<file path="config.mk">
export PLATFORM = sky130hd
export DESIGN_NAME = branch_predictor_ctrl
export DESIGN_NICKNAME = d
export VERILOG_FILES = /design/src/rtl/branch_pkg.sv /design/src/rtl/btb_table.sv /design/src/rtl/branch_predictor_ctrl.sv
export SDC_FILE = /design/constraint.sdc
export NUM_CORES = 2
export LEC_CHECK = 0
export ABC_AREA = 0
export BUFFER_PORTS_ARGS = -buffer_cell sky130_fd_sc_hd__buf_2
export CAP_MARGIN = 15
export CORE_MARGIN = 1
export CORE_UTILIZATION = 30
export CTS_CLUSTER_SIZE = 20
export DETAILED_ROUTE_END_ITERATION = 10
export PLACE_DENSITY = 0.47
export SYNTH_ARGS = -nofsm -noshare
export SYNTH_HDL_FRONTEND = slang
export SYNTH_SLANG_ARGS = --single-unit
</file>
<file path="constraint.sdc">
create_clock -name clk -period 13.2 [get_ports clk]
set_input_delay 2.64 -clock clk [delete_from_list [all_inputs] [get_ports clk]]
set_output_delay 2.64 -clock clk [all_outputs]
set_load 0.005 [all_outputs]
</file>
<file path="src/rtl/branch_pkg.sv">
// Shared types and constants for the branch predictor / mispredict recovery block.
package branch_pkg;

    localparam logic [6:0] B_TYPE = 7'b1100011;
    localparam logic [2:0] F3_BEQ  = 3'b000;
    localparam logic [2:0] F3_BNE  = 3'b001;
    localparam logic [2:0] F3_BLT  = 3'b100;
    localparam logic [2:0] F3_BGE  = 3'b101;
    localparam logic [2:0] F3_BLTU = 3'b110;
    localparam logic [2:0] F3_BGEU = 3'b111;

    localparam logic [1:0] CTR_RESET = 2'b01;
    localparam logic [1:0] CTR_ALLOC = 2'b10;

    // Entry fields are sized for the widest supported PC; narrower PCs zero-extend.
    localparam int BP_MAX_AWIDTH = 32;

    typedef enum logic {
        IDLE  = 1'b0,
        FLUSH = 1'b1
    } bp_state_t;

    typedef struct packed {
        logic                     valid;
        logic [BP_MAX_AWIDTH-1:0] tag;
        logic [BP_MAX_AWIDTH-1:0] target;
        logic [1:0]               ctr;
    } btb_entry_t;

    function automatic logic [1:0] ctr_step(input logic [1:0] ctr, input logic taken);
        logic [1:0] res;
        res = ctr;
        if (taken && ctr != 2'b11) begin
            res = ctr + 2'b01;
        end else if (!taken && ctr != 2'b00) begin
            res = ctr - 2'b01;
        end
        return res;
    endfunction

endpackage

</file>
<file path="src/rtl/btb_table.sv">
// Direct-mapped BTB storage: two async read ports, one write port, async clear of valid/counters.
module btb_table
    import branch_pkg::*;
#(
    parameter int ENTRIES = 64,
    parameter int IDX     = 6,
    parameter int TAG_W   = 24,
    parameter int AWIDTH  = 32
) (
    input  logic             clk,
    input  logic             reset,
    input  logic [IDX-1:0]   rd_a_idx_i,
    output btb_entry_t       rd_a_o,
    input  logic [IDX-1:0]   rd_b_idx_i,
    output btb_entry_t       rd_b_o,
    input  logic             we_i,
    input  logic [IDX-1:0]   wr_idx_i,
    input  btb_entry_t       wr_entry_i
);

    logic [ENTRIES-1:0]      valid_vec;
    logic [ENTRIES-1:0][1:0] ctr_vec;
    logic [TAG_W-1:0]        tag_mem    [ENTRIES];
    logic [AWIDTH-1:0]       target_mem [ENTRIES];

    // Valid bits and counters need the async clear, so they live in per-entry flops.
    genvar gi;
    generate
        for (gi = 0; gi < ENTRIES; gi++) begin : g_entry
            logic       valid_q;
            logic [1:0] ctr_q;

            always_ff @(posedge clk or posedge reset) begin
                if (reset) begin
                    valid_q <= 1'b0;
                    ctr_q   <= CTR_RESET;
                end else if (we_i && wr_idx_i == IDX'(gi)) begin
                    valid_q <= wr_entry_i.valid;
                    ctr_q   <= wr_entry_i.ctr;
                end
            end

            assign valid_vec[gi] = valid_q;
            assign ctr_vec[gi]   = ctr_q;
        end
    endgenerate

    always_ff @(posedge clk) begin
        if (we_i) begin
            tag_mem[wr_idx_i]    <= wr_entry_i.tag[TAG_W-1:0];
            target_mem[wr_idx_i] <= wr_entry_i.target[AWIDTH-1:0];
        end
    end

    always_comb begin
        rd_a_o        = '0;
        rd_a_o.valid  = valid_vec[rd_a_idx_i];
        rd_a_o.tag    = BP_MAX_AWIDTH'(tag_mem[rd_a_idx_i]);
        rd_a_o.target = BP_MAX_AWIDTH'(target_mem[rd_a_idx_i]);
        rd_a_o.ctr    = ctr_vec[rd_a_idx_i];

        rd_b_o        = '0;
        rd_b_o.valid  = valid_vec[rd_b_idx_i];
        rd_b_o.tag    = BP_MAX_AWIDTH'(tag_mem[rd_b_idx_i]);
        rd_b_o.target = BP_MAX_AWIDTH'(target_mem[rd_b_idx_i]);
        rd_b_o.ctr    = ctr_vec[rd_b_idx_i];
    end

    logic unused_wr;
    assign unused_wr = ^wr_entry_i;

endmodule

</file>
<file path="src/rtl/branch_predictor_ctrl.sv">
// Fetch-side BTB prediction plus execute-side branch resolution, redirect and flush sequencing.
module branch_predictor_ctrl
    import branch_pkg::*;
#(
    parameter int AWIDTH      = 32,
    parameter int BTB_ENTRIES = 64,
    parameter int FLUSH_DEPTH = 2
) (
    input  logic              clk,
    input  logic              reset,
    input  logic [AWIDTH-1:0] f_pc_i,
    output logic              f_pred_taken_o,
    output logic [AWIDTH-1:0] f_pred_target_o,
    input  logic              e_valid_i,
    input  logic              e_stall_i,
    input  logic [6:0]        e_opcode_i,
    input  logic [2:0]        e_funct3_i,
    input  logic [AWIDTH-1:0] e_pc_i,
    input  logic [AWIDTH-1:0] e_target_i,
    input  logic              e_breq_i,
    input  logic              e_brlt_i,
    input  logic              e_pred_taken_i,
    input  logic [AWIDTH-1:0] e_pred_target_i,
    output logic              redirect_o,
    output logic [AWIDTH-1:0] redirect_pc_o,
    output logic              flush_o,
    output logic [31:0]       br_count_o,
    output logic [31:0]       mispred_count_o
);

    localparam int IDX   = $clog2(BTB_ENTRIES);
    localparam int TAG_W = AWIDTH - IDX - 2;
    localparam int CNT_W = (FLUSH_DEPTH > 1) ? $clog2(FLUSH_DEPTH) : 1;

    bp_state_t         state_q, state_d;
    logic [CNT_W-1:0]  cnt_q, cnt_d;
    logic              redirect_q, redirect_d;
    logic [AWIDTH-1:0] redirect_pc_q, redirect_pc_d;
    logic [31:0]       br_cnt_q, br_cnt_d;
    logic [31:0]       mis_cnt_q, mis_cnt_d;

    btb_entry_t        f_rd, e_rd, btb_wdata;
    logic              f_hit, e_hit;
    logic [IDX-1:0]    f_idx, e_idx;
    logic [TAG_W-1:0]  f_tag, e_tag;
    logic              f3_ok, actual_taken, resolve, mispred, btb_we;

    assign f_idx = f_pc_i[IDX+1:2];
    assign f_tag = f_pc_i[AWIDTH-1:IDX+2];
    assign e_idx = e_pc_i[IDX+1:2];
    assign e_tag = e_pc_i[AWIDTH-1:IDX+2];

    btb_table #(
        .ENTRIES (BTB_ENTRIES),
        .IDX     (IDX),
        .TAG_W   (TAG_W),
        .AWIDTH  (AWIDTH)
    ) u_btb (
        .clk        (clk),
        .reset      (reset),
        .rd_a_idx_i (f_idx),
        .rd_a_o     (f_rd),
        .rd_b_idx_i (e_idx),
        .rd_b_o     (e_rd),
        .we_i       (btb_we),
        .wr_idx_i   (e_idx),
        .wr_entry_i (btb_wdata)
    );

    assign f_hit           = f_rd.valid && (f_rd.tag[TAG_W-1:0] == f_tag);
    assign f_pred_taken_o  = f_hit && f_rd.ctr[1];
    assign f_pred_target_o = f_hit ? f_rd.target[AWIDTH-1:0] : '0;
    assign e_hit           = e_rd.valid && (e_rd.tag[TAG_W-1:0] == e_tag);

    always_comb begin
        f3_ok        = 1'b1;
        actual_taken = 1'b0;
        case (e_funct3_i)
            F3_BEQ:           actual_taken = e_breq_i;
            F3_BNE:           actual_taken = !e_breq_i;
            F3_BLT, F3_BLTU:  actual_taken = e_brlt_i;
            F3_BGE, F3_BGEU:  actual_taken = !e_brlt_i;
            default:          f3_ok = 1'b0;
        endcase
    end

    // Wrong-path instructions in FLUSH never resolve, so the table and counts stay clean.
    assign resolve = (state_q == IDLE) && e_valid_i && !e_stall_i &&
                     (e_opcode_i == B_TYPE) && f3_ok;
    assign mispred = (e_pred_taken_i != actual_taken) ||
                     (e_pred_taken_i && actual_taken && (e_pred_target_i != e_target_i));
    assign btb_we  = resolve && (e_hit || actual_taken);

    always_comb begin
        btb_wdata        = '0;
        btb_wdata.valid  = 1'b1;
        btb_wdata.tag    = BP_MAX_AWIDTH'(e_tag);
        btb_wdata.target = BP_MAX_AWIDTH'(actual_taken ? e_target_i : e_rd.target[AWIDTH-1:0]);
        btb_wdata.ctr    = e_hit ? ctr_step(e_rd.ctr, actual_taken) : CTR_ALLOC;
    end

    always_comb begin
        state_d       = state_q;
        cnt_d         = cnt_q;
        redirect_d    = 1'b0;
        redirect_pc_d = redirect_pc_q;
        br_cnt_d      = br_cnt_q;
        mis_cnt_d     = mis_cnt_q;
        case (state_q)
            IDLE: begin
                if (resolve) begin
                    br_cnt_d = br_cnt_q + 32'd1;
                    if (mispred) begin
                        mis_cnt_d     = mis_cnt_q + 32'd1;
                        redirect_d    = 1'b1;
                        redirect_pc_d = actual_taken ? e_target_i : (e_pc_i + AWIDTH'(4));
                        state_d       = FLUSH;
                        cnt_d         = CNT_W'(FLUSH_DEPTH - 1);
                    end
                end
            end
            FLUSH: begin
                if (cnt_q == '0) begin
                    state_d = IDLE;
                end else begin
                    cnt_d = cnt_q - 1'b1;
                end
            end
            default: state_d = IDLE;
        endcase
    end

    always_ff @(posedge clk or posedge reset) begin
        if (reset) begin
            state_q       <= IDLE;
            cnt_q         <= '0;
            redirect_q    <= 1'b0;
            redirect_pc_q <= '0;
            br_cnt_q      <= '0;
            mis_cnt_q     <= '0;
        end else begin
            state_q       <= state_d;
            cnt_q         <= cnt_d;
            redirect_q    <= redirect_d;
            redirect_pc_q <= redirect_pc_d;
            br_cnt_q      <= br_cnt_d;
            mis_cnt_q     <= mis_cnt_d;
        end
    end

    assign flush_o         = (state_q == FLUSH);
    assign redirect_o      = redirect_q;
    assign redirect_pc_o   = redirect_pc_q;
    assign br_count_o      = br_cnt_q;
    assign mispred_count_o = mis_cnt_q;

    logic unused_bits;
    assign unused_bits = ^{f_pc_i[1:0], e_pc_i[1:0], f_rd, e_rd};

endmodule

</file>
# Word-level counts from Yosys, hierarchy flattened
# Memories as Yosys holds them, arrays and structs flattened.
# Cells that the tools add are included.
[word_totals]
register_bits = 291
ram_bits = 3584
inputBits = 145
output_inout_bits = 131
word_cells = 341
n_memories = 2
[mem_list]
columns = ["memory", "depth", "word_bits", "rd", "rd_ports_with_merged_regs", "write_ports", "line_no", "text"]
rows = [
  ["u_btb.target_mem", 64, 32, 1, 0, 1, "btb_table.sv:24", "logic [AWIDTH-1:0] target_mem [ENTRIES];"],
  ["u_btb.tag_mem", 64, 24, 2, 0, 1, "btb_table.sv:23", "logic [TAG_W-1:0] tag_mem [ENTRIES];"],
]
[classes]
add_sub_neg = 6
magnitude_cmp = 2
eq_ne = 77
mux = 27
bitwise_logic = 1
reduce_logical = 92
[ops]
columns = ["op", "count"]
rows = [
  ["equality test 6 bit (second input constant)", 32],
  ["equality test 6 x 5 -> 1 bit (second input constant)", 16],
  ["two-way mux 32 bit", 3],
  ["logical AND 1 bit", 76],
  ["adder 32 x 1 -> 32 bit (second input constant)", 2],
  ["equality test 24 bit", 2],
  ["equality test 6 x 4 -> 1 bit (second input constant)", 8],
  ["adder 32 x 3 -> 32 bit (second input constant)", 1],
  ["!= test 32 bit", 1],
  ["binary-select mux 2 bit (select 6 bit)", 2],
  ["equality test 6 x 3 -> 1 bit (second input constant)", 4],
  ["less-than comparator 6 x 7 -> 1 bit (second input constant)", 2],
  ["binary-select mux 1 bit (select 6 bit)", 2],
  ["equality test 3 bit (second input constant)", 4],
  ["equality test 6 x 2 -> 1 bit (second input constant)", 2],
  ["two-way mux 1 bit", 12],
  ["two-way mux 2 bit", 5],
  ["equality test 7 bit (second input constant)", 1],
  ["equality test 6 x 1 -> 1 bit (second input constant)", 1],
  ["zero test 6 bit", 1],
  ["!= test 2 bit (second input constant)", 3],
  ["AND reduction 2 bit", 3],
  ["OR reduction 6 bit", 1],
  ["zero test 1 bit", 4],
  ["14 further kinds", 17],
]

# Logic depth before layout (Yosys ltp)
[depth]
ltp_word = 9
mapped_depth = 22
mapped_depth_nobuf = 14

# Cells and area by module
# Synthesis repeated with hierarchy kept, for this count alone.
[unflattened]
cells_unflattened = 8941
area_unflattened_um2 = 182329.9
[modules_own_cells]
columns = ["mod", "n_inst", "cells_each", "area_each_um2", "seq_area_each_um2"]
rows = [
  ["btb_table", 1, 8202, 175472.0, 112507.9],
  ["branch_predictor_ctrl", 1, 739, 6857.8, 2477.4],
]

# Worst setup path before layout
# No wires, ideal clock.
[synth_path]
kind = "input -> output"
start = "input port f_pc_i[2]"
end = "output port f_pred_target_o[3]"
arrival_ps = 6237
required_ps = 10560
setup_slack_ps = 4323
path_stages = 13
path_buffers = 5
path_cell_list = "buf_2 buf_2 buf_1 buf_2 mux4_2 a211oi_1 a21oi_1 mux4_2 xor2_1 nor3_1 nand4_1 clkbuf_1 a211oi_1"
[synth_via]
elab_chain_len = 4
word_cells_on_any_way = 7
cone_classes = "eq/ne: 1; mux: 3; reduce/logical: 1; memory: 2"
[synth_lines]
columns = ["item", "line_no", "text"]
rows = [
  ["start, declared", "branch_predictor_ctrl.sv:11", "input logic [AWIDTH-1:0] f_pc_i,"],
  ["memory (64 x 24 bit) / binary-select mux 1 bit (select 6 bit) (equally long branches)", "n/a", ""],
  ["equality test 24 bit / two-way mux 1 bit (equally long branches)", "branch_predictor_ctrl.sv:70, btb_table.sv:57", ""],
  ["logical AND 1 bit", "branch_predictor_ctrl.sv:70", "assign f_hit = f_rd.valid && (f_rd.tag[TAG_W-1:0] == f_tag);"],
  ["two-way mux 32 bit (*)", "branch_predictor_ctrl.sv:72", "assign f_pred_target_o = f_hit ? f_rd.target[AWIDTH-1:0] : '0;"],
  ["end, declared", "branch_predictor_ctrl.sv:13", "output logic [AWIDTH-1:0] f_pred_target_o,"],
]
# Mark *: on every way between the ends. The rest lies on a longest branch, timed or not. The select of a mux whose other input is x is not followed.

# Worst setup path in the final report
[layout_path]
start = "input port f_pc_i[2]"
end = "output port f_pred_target_o[30]"
# Same word-level chain as after synthesis.

==> flow_results.org <==
** Status
- The flow ran to the end, and the final reports show no timing, DRC or antenna violations.

** Yosys
- In the synthesized netlist the async set-or-reset flop fraction comes to roughly 7.5%.
- Synth area leader :: sky130_fd_sc_hd__edfxtp_1
- For this run, the leading register cell type out of synthesis is sky130_fd_sc_hd__edfxtp_1.
- Yosys mapped a number of flops with a built-in enable equal to approximately 3,600.
- The Yosys step of the flow raised 0 warnings.
- Synthesis handed over a netlist of 8,416 instances.
- The synthesized netlist occupies a cell area of 166,100 µm².
- When the netlist entered floorplanning its net count stood at 8,570.
- Synthesized flop and latch total :: a little under 4,000
- Sequential-to-total area share from yosys stat :: 69.21%
- Counting distinct cell types in the post-synthesis netlist gives 84.
- Cell types with the largest area share after synthesis :: sky130_fd_sc_hd__edfxtp_1 (65%), sky130_fd_sc_hd__mux4_2 (18%), sky130_fd_sc_hd__dfrtp_1 (3.4%)
- The synthesized design devotes to its leading area cell type 64.78% of total area.
- Dividing the synthesized area by the synthesized cell count gives 19.74 µm².

** Global routing
- Global routing finished with a remaining overflow of 0.
- Global-route wire length before repair :: 847,700 µm
- The initial antenna violation count is 60.
- Global routing used 22.03% of the available tracks across all layers.
- Largest net degree at the start of global routing :: 161
- Number of global-route vias before repair :: approximately 95,000

** Routing
- Via Count :: roughly 96,000
- Routed length per instance :: 38.04 µm
- Drt via density :: roughly 5.8
- For this run, design rule violations remaining after detail routing come to 0.
- The first routing iteration left 13,630 violations.
- The count of nets left with antenna violations once routing finished came out at 0.
- Detailed-routing iteration count for the pre-antenna-repair pass :: 8
- WL final :: around 630,000 µm

** Clocking
- Resized Gates After CTS :: 0
- Clock transition at path regs :: 0.05 ns
- TritonCTS Sinks :: 3,875
- Hold-fix buffers, CTS :: 0
- TritonCTS built the clock tree.
- Clock tree synthesis inserted a total of between 400 and 500 buffers.
- In this run the number of H-tree levels came out at 5.
- Clock latency at the later pin of the worst-skew pair :: 1.06 ns
- The cell sitting at the root of the clock tree is a sky130_fd_sc_hd__clkbuf_16.
- The longest clock path from root to sink contains 4 buffers.
- The number of setup buffers added after CTS is 0.

** Timing
- Highest clock frequency the design can meet :: ~90 MHz
- Dividing the final minimum period by the clock period gives ~84%.
- The total count of max-transition violations in the final report is 0.
- The smallest clock period supported by the final layout is computed as 11.13 ns.
- RSZ-0062 raised after global routing :: no
- Final count of negative-setup-slack endpoints :: 0
- Rel. slew slack :: between 1.5 and 2%
- Clock skew :: 0.09989 ns
- Post-route setup TNS :: 0 ns
- For the pin with the worst max-slew slack, the measured transition is 1.470 ns.
- The final count of hold timing violations came to 0.

** Place
- Number of placed instances, taps included :: ~16,000
- Hpwl dp :: 359,200 µm
- Final weighted congestion in routability-driven placement :: 0.8342
- In this run the tool buffered the top-level ports with 273 buffer cells.
- After detailed placement, the total cell area comes to 178,600 µm².

** Die
- The core region is 550,000 µm².
- Core Rows :: around 270
- Die Area :: 556,800 µm²
- Starting density of the core :: 30.21%
- 276 I/O pins were placed.
- The die is 746.2 µm wide.
- Die Y-Extent :: 746.2 µm

** Setup path
- STA puts the critical path data required time at around 11 ns.
- Kind of critical path :: input port to output pin
- The worst register-to-register path has a depth of 13.
- Traced cell by cell, the critical path runs through buf_12, buf_12, buf_4, buf_4, buf_4, buf_4, mux4_2, mux4_2, mux2i_1, a211oi_1, buf_2.
- STA classifies the critical path startpoint as an input port.
- Among the stages of the critical path, the cell type that occurs most often is sky130_fd_sc_hd__buf_4.
- Among all stages on the critical path, the largest delay is contributed by sky130_fd_sc_hd__mux2i_1.
- Buffering stage count on the worst path with inverters included :: 7
- CP Data Arrival Time :: 8.49 ns
- R2r startpoint :: u_btb.tag_mem[3][23]
- STA classifies the critical path endpoint as an output pin.
- Peak fanout along the critical path :: 66
- In this design, the largest share of critical-path delay is due to buffers and inverters.
- Endpoint of the worst register-to-register path :: u_btb.tag_mem[31][16]
- Reg-to-reg slack, setup :: 7.11 ns
- Slowest Stage Delay on Critical Path :: 0.94 ns

** Final layout
- Final standard cell area without fillers :: 192,700 µm²
- Number of fill cells in the layout :: 51,230
- Relative to the synthesized area, the layout overhead comes to 16.01%.
- After the flow finishes, the layout carries non-filler instances totaling 16,600.
- In the final layout, the share of cells above drive strength 1 is roughly a third.
- In the final design database the tool counted a little over 9,000 nets.

** Power
- Leakage power summed over all cells :: 0.06241 µW
- Power comes to 27,440 µW.
- Power density over cell area :: ~140 nW/µm²
- The worst-case IR drop observed on VDD is 0.1105 mV.

** Min path
- Hold Crit Endpoint :: br_count_o[31]
- Counting instances, the worst hold path has a depth of 1.
- The min-delay analysis places its worst path in the category flip-flop to flip-flop.
- Start point of the worst hold path :: br_count_o[31]

** Job
- Across the run, the number of max-cap violations was 0.
cells in the final DEF, fill, tap and decap left out, drive strengths merged, types with 76 or more instances in the layout:
master | Yosys | final
a21oi | 100 | 100
a221oi | 147 | 147
a22oi | 116 | 116
buf | 333 | 694
clkbuf | 266 | 554
clkinv | 1 | 177
dfrtp | 227 | 227
edfxtp | 3584 | 3584
inv | 145 | 157
mux2 | 114 | 114
mux2i | 292 | 292
mux4 | 1362 | 1362
nand2 | 341 | 341
nand3 | 76 | 76
nor2 | 188 | 188
nor4 | 83 | 83
o21ai | 86 | 86
o22ai | 94 | 94
xnor2 | 115 | 115
flip-flops by register name (all words and copies together), names as in the netlist:
| name | cells |
|---|---|
| br_count_o | 32 |
| cnt_q | 1 |
| flush_o | 1 |
| mispred_count_o | 32 |
| redirect_o | 1 |
| redirect_pc_o | 32 |
| u_btb.g_entry.ctr_q | 128 |
| u_btb.g_entry.valid_q | 64 |
| u_btb.tag_mem | 1536 |
| u_btb.target_mem | 2048 |
cell usage after synthesis (14+ instances only):
master,n
sky130_fd_sc_hd__a211oi_1,44
sky130_fd_sc_hd__a21o_1,35
sky130_fd_sc_hd__a21oi_1,100
sky130_fd_sc_hd__a221o_1,26
sky130_fd_sc_hd__a221oi_1,140
sky130_fd_sc_hd__a22o_1,31
sky130_fd_sc_hd__a22oi_1,116
sky130_fd_sc_hd__a31oi_1,24
sky130_fd_sc_hd__and2_1,16
sky130_fd_sc_hd__and3_1,27
sky130_fd_sc_hd__and3b_1,14
sky130_fd_sc_hd__buf_1,124
sky130_fd_sc_hd__buf_2,129
sky130_fd_sc_hd__buf_4,60
sky130_fd_sc_hd__buf_6,20
sky130_fd_sc_hd__clkbuf_1,264
sky130_fd_sc_hd__dfrtp_1,227
sky130_fd_sc_hd__dfstp_2,64
sky130_fd_sc_hd__edfxtp_1,3584
sky130_fd_sc_hd__inv_1,143
sky130_fd_sc_hd__mux2_2,109
sky130_fd_sc_hd__mux2i_1,292
sky130_fd_sc_hd__mux4_2,1362
sky130_fd_sc_hd__nand2_1,341
sky130_fd_sc_hd__nand2b_1,15
sky130_fd_sc_hd__nand3_1,76
sky130_fd_sc_hd__nand4_1,41
sky130_fd_sc_hd__nor2_1,187
sky130_fd_sc_hd__nor2b_1,47
sky130_fd_sc_hd__nor3_1,26
sky130_fd_sc_hd__nor4_1,82
sky130_fd_sc_hd__o21ai_0,83
sky130_fd_sc_hd__o21bai_1,30
sky130_fd_sc_hd__o221ai_1,70
sky130_fd_sc_hd__o22ai_1,94
sky130_fd_sc_hd__o2bb2ai_1,17
sky130_fd_sc_hd__o31ai_1,30
sky130_fd_sc_hd__xnor2_1,115
sky130_fd_sc_hd__xor2_1,54
final cells by class:
type                            count  area (µm²)  area share [%]
Clock buffer                      554       11650           6.044
Timing Repair Buffer              694        5056           2.623
Tap cell                         7261        9085           4.714
Multi-Input combinational cell   3796       48900           25.37
Antenna cell                       28       70.07         0.03635
Sequential cell                  3875      115000           59.66
Inverter                          146       563.0          0.2921
Clock inverter                    243        2434           1.263
per-stage QoR:
stage / setup WS [ns] / util (%) / hold WS [ns]
after floorplan: 2.632 / - / 0.4385
after global placement: 1.998 / 32.47 / 0.4559
after detailed placement: 1.986 / 32.47 / 0.4578
after CTS: 1.982 / 35.03 / 0.4735
after global routing: 1.738 / 35.04 / 0.4893
final: 2.068 / 35.05 / 0.4736
worst register-to-register path, cell delays in order, from the launching register on:
cell                       delay, ns
sky130_fd_sc_hd__edfxtp_1       0.40
sky130_fd_sc_hd__mux4_2         0.47
sky130_fd_sc_hd__and2_0         0.19
sky130_fd_sc_hd__a221o_1        0.29
sky130_fd_sc_hd__a222oi_1       0.83
sky130_fd_sc_hd__nand4b_1       0.23
sky130_fd_sc_hd__xor2_1         0.22
sky130_fd_sc_hd__nor4_1         0.54
sky130_fd_sc_hd__buf_4          0.30
sky130_fd_sc_hd__nand4_1        0.21
sky130_fd_sc_hd__o21a_4         0.48
sky130_fd_sc_hd__buf_4          0.42
sky130_fd_sc_hd__nor4_2         0.39
sky130_fd_sc_hd__buf_4          0.66
per-layer routing:
layer / part of all wire (%) / GRT usage (%) / up-vias
li1: - / - / 36680
met1: 41 / 30.20 / 52860
met2: 46 / 34.97 / 5130
met3: 8.8 / 4.671 / 1018
met4: 3.9 / 7.231 / 18
met5: 0.020 / 0 / -
power by group:
| group | switching (µW) | total [µW] | internal (µW) |
|---|---|---|---|
| clock | 5070 | 12100 | 7060 |
| sequential | 5.61 | 13400 | 13400 |
| combinational | 1230 | 1880 | 650 |
| total | 6310 | 27400 | 21100 |
cell families after synthesis:
| kind of cell | share of synthesized area [%] |
|---|---|
| DFF | 69.21 |
| muxes | 20.99 |
| and+or+nand+nor | 2.756 |
| AOI/OAI and AO/OA | 4.073 |
| buffers and inverters | 2.009 |
| xor gates and xnor gates | 0.8909 |
| adders and majority gates | 0.06778 |
how the worst max path moves through the flow:
stage	end	cells after the start	slack, ns	from
after detailed placement	f_pred_target_o[30]	11	1.99	f_pc_i[2]
final	f_pred_target_o[30]	11	2.07	f_pc_i[2]
after global routing	f_pred_target_o[30]	11	1.74	f_pc_i[2]
after floorplan	br_count_o[0]	1	2.63	reset
after global placement	f_pred_target_o[30]	11	2.00	f_pc_i[2]
after CTS	f_pred_target_o[30]	11	1.98	f_pc_i[2]
(Power assumes the default switching activity.)
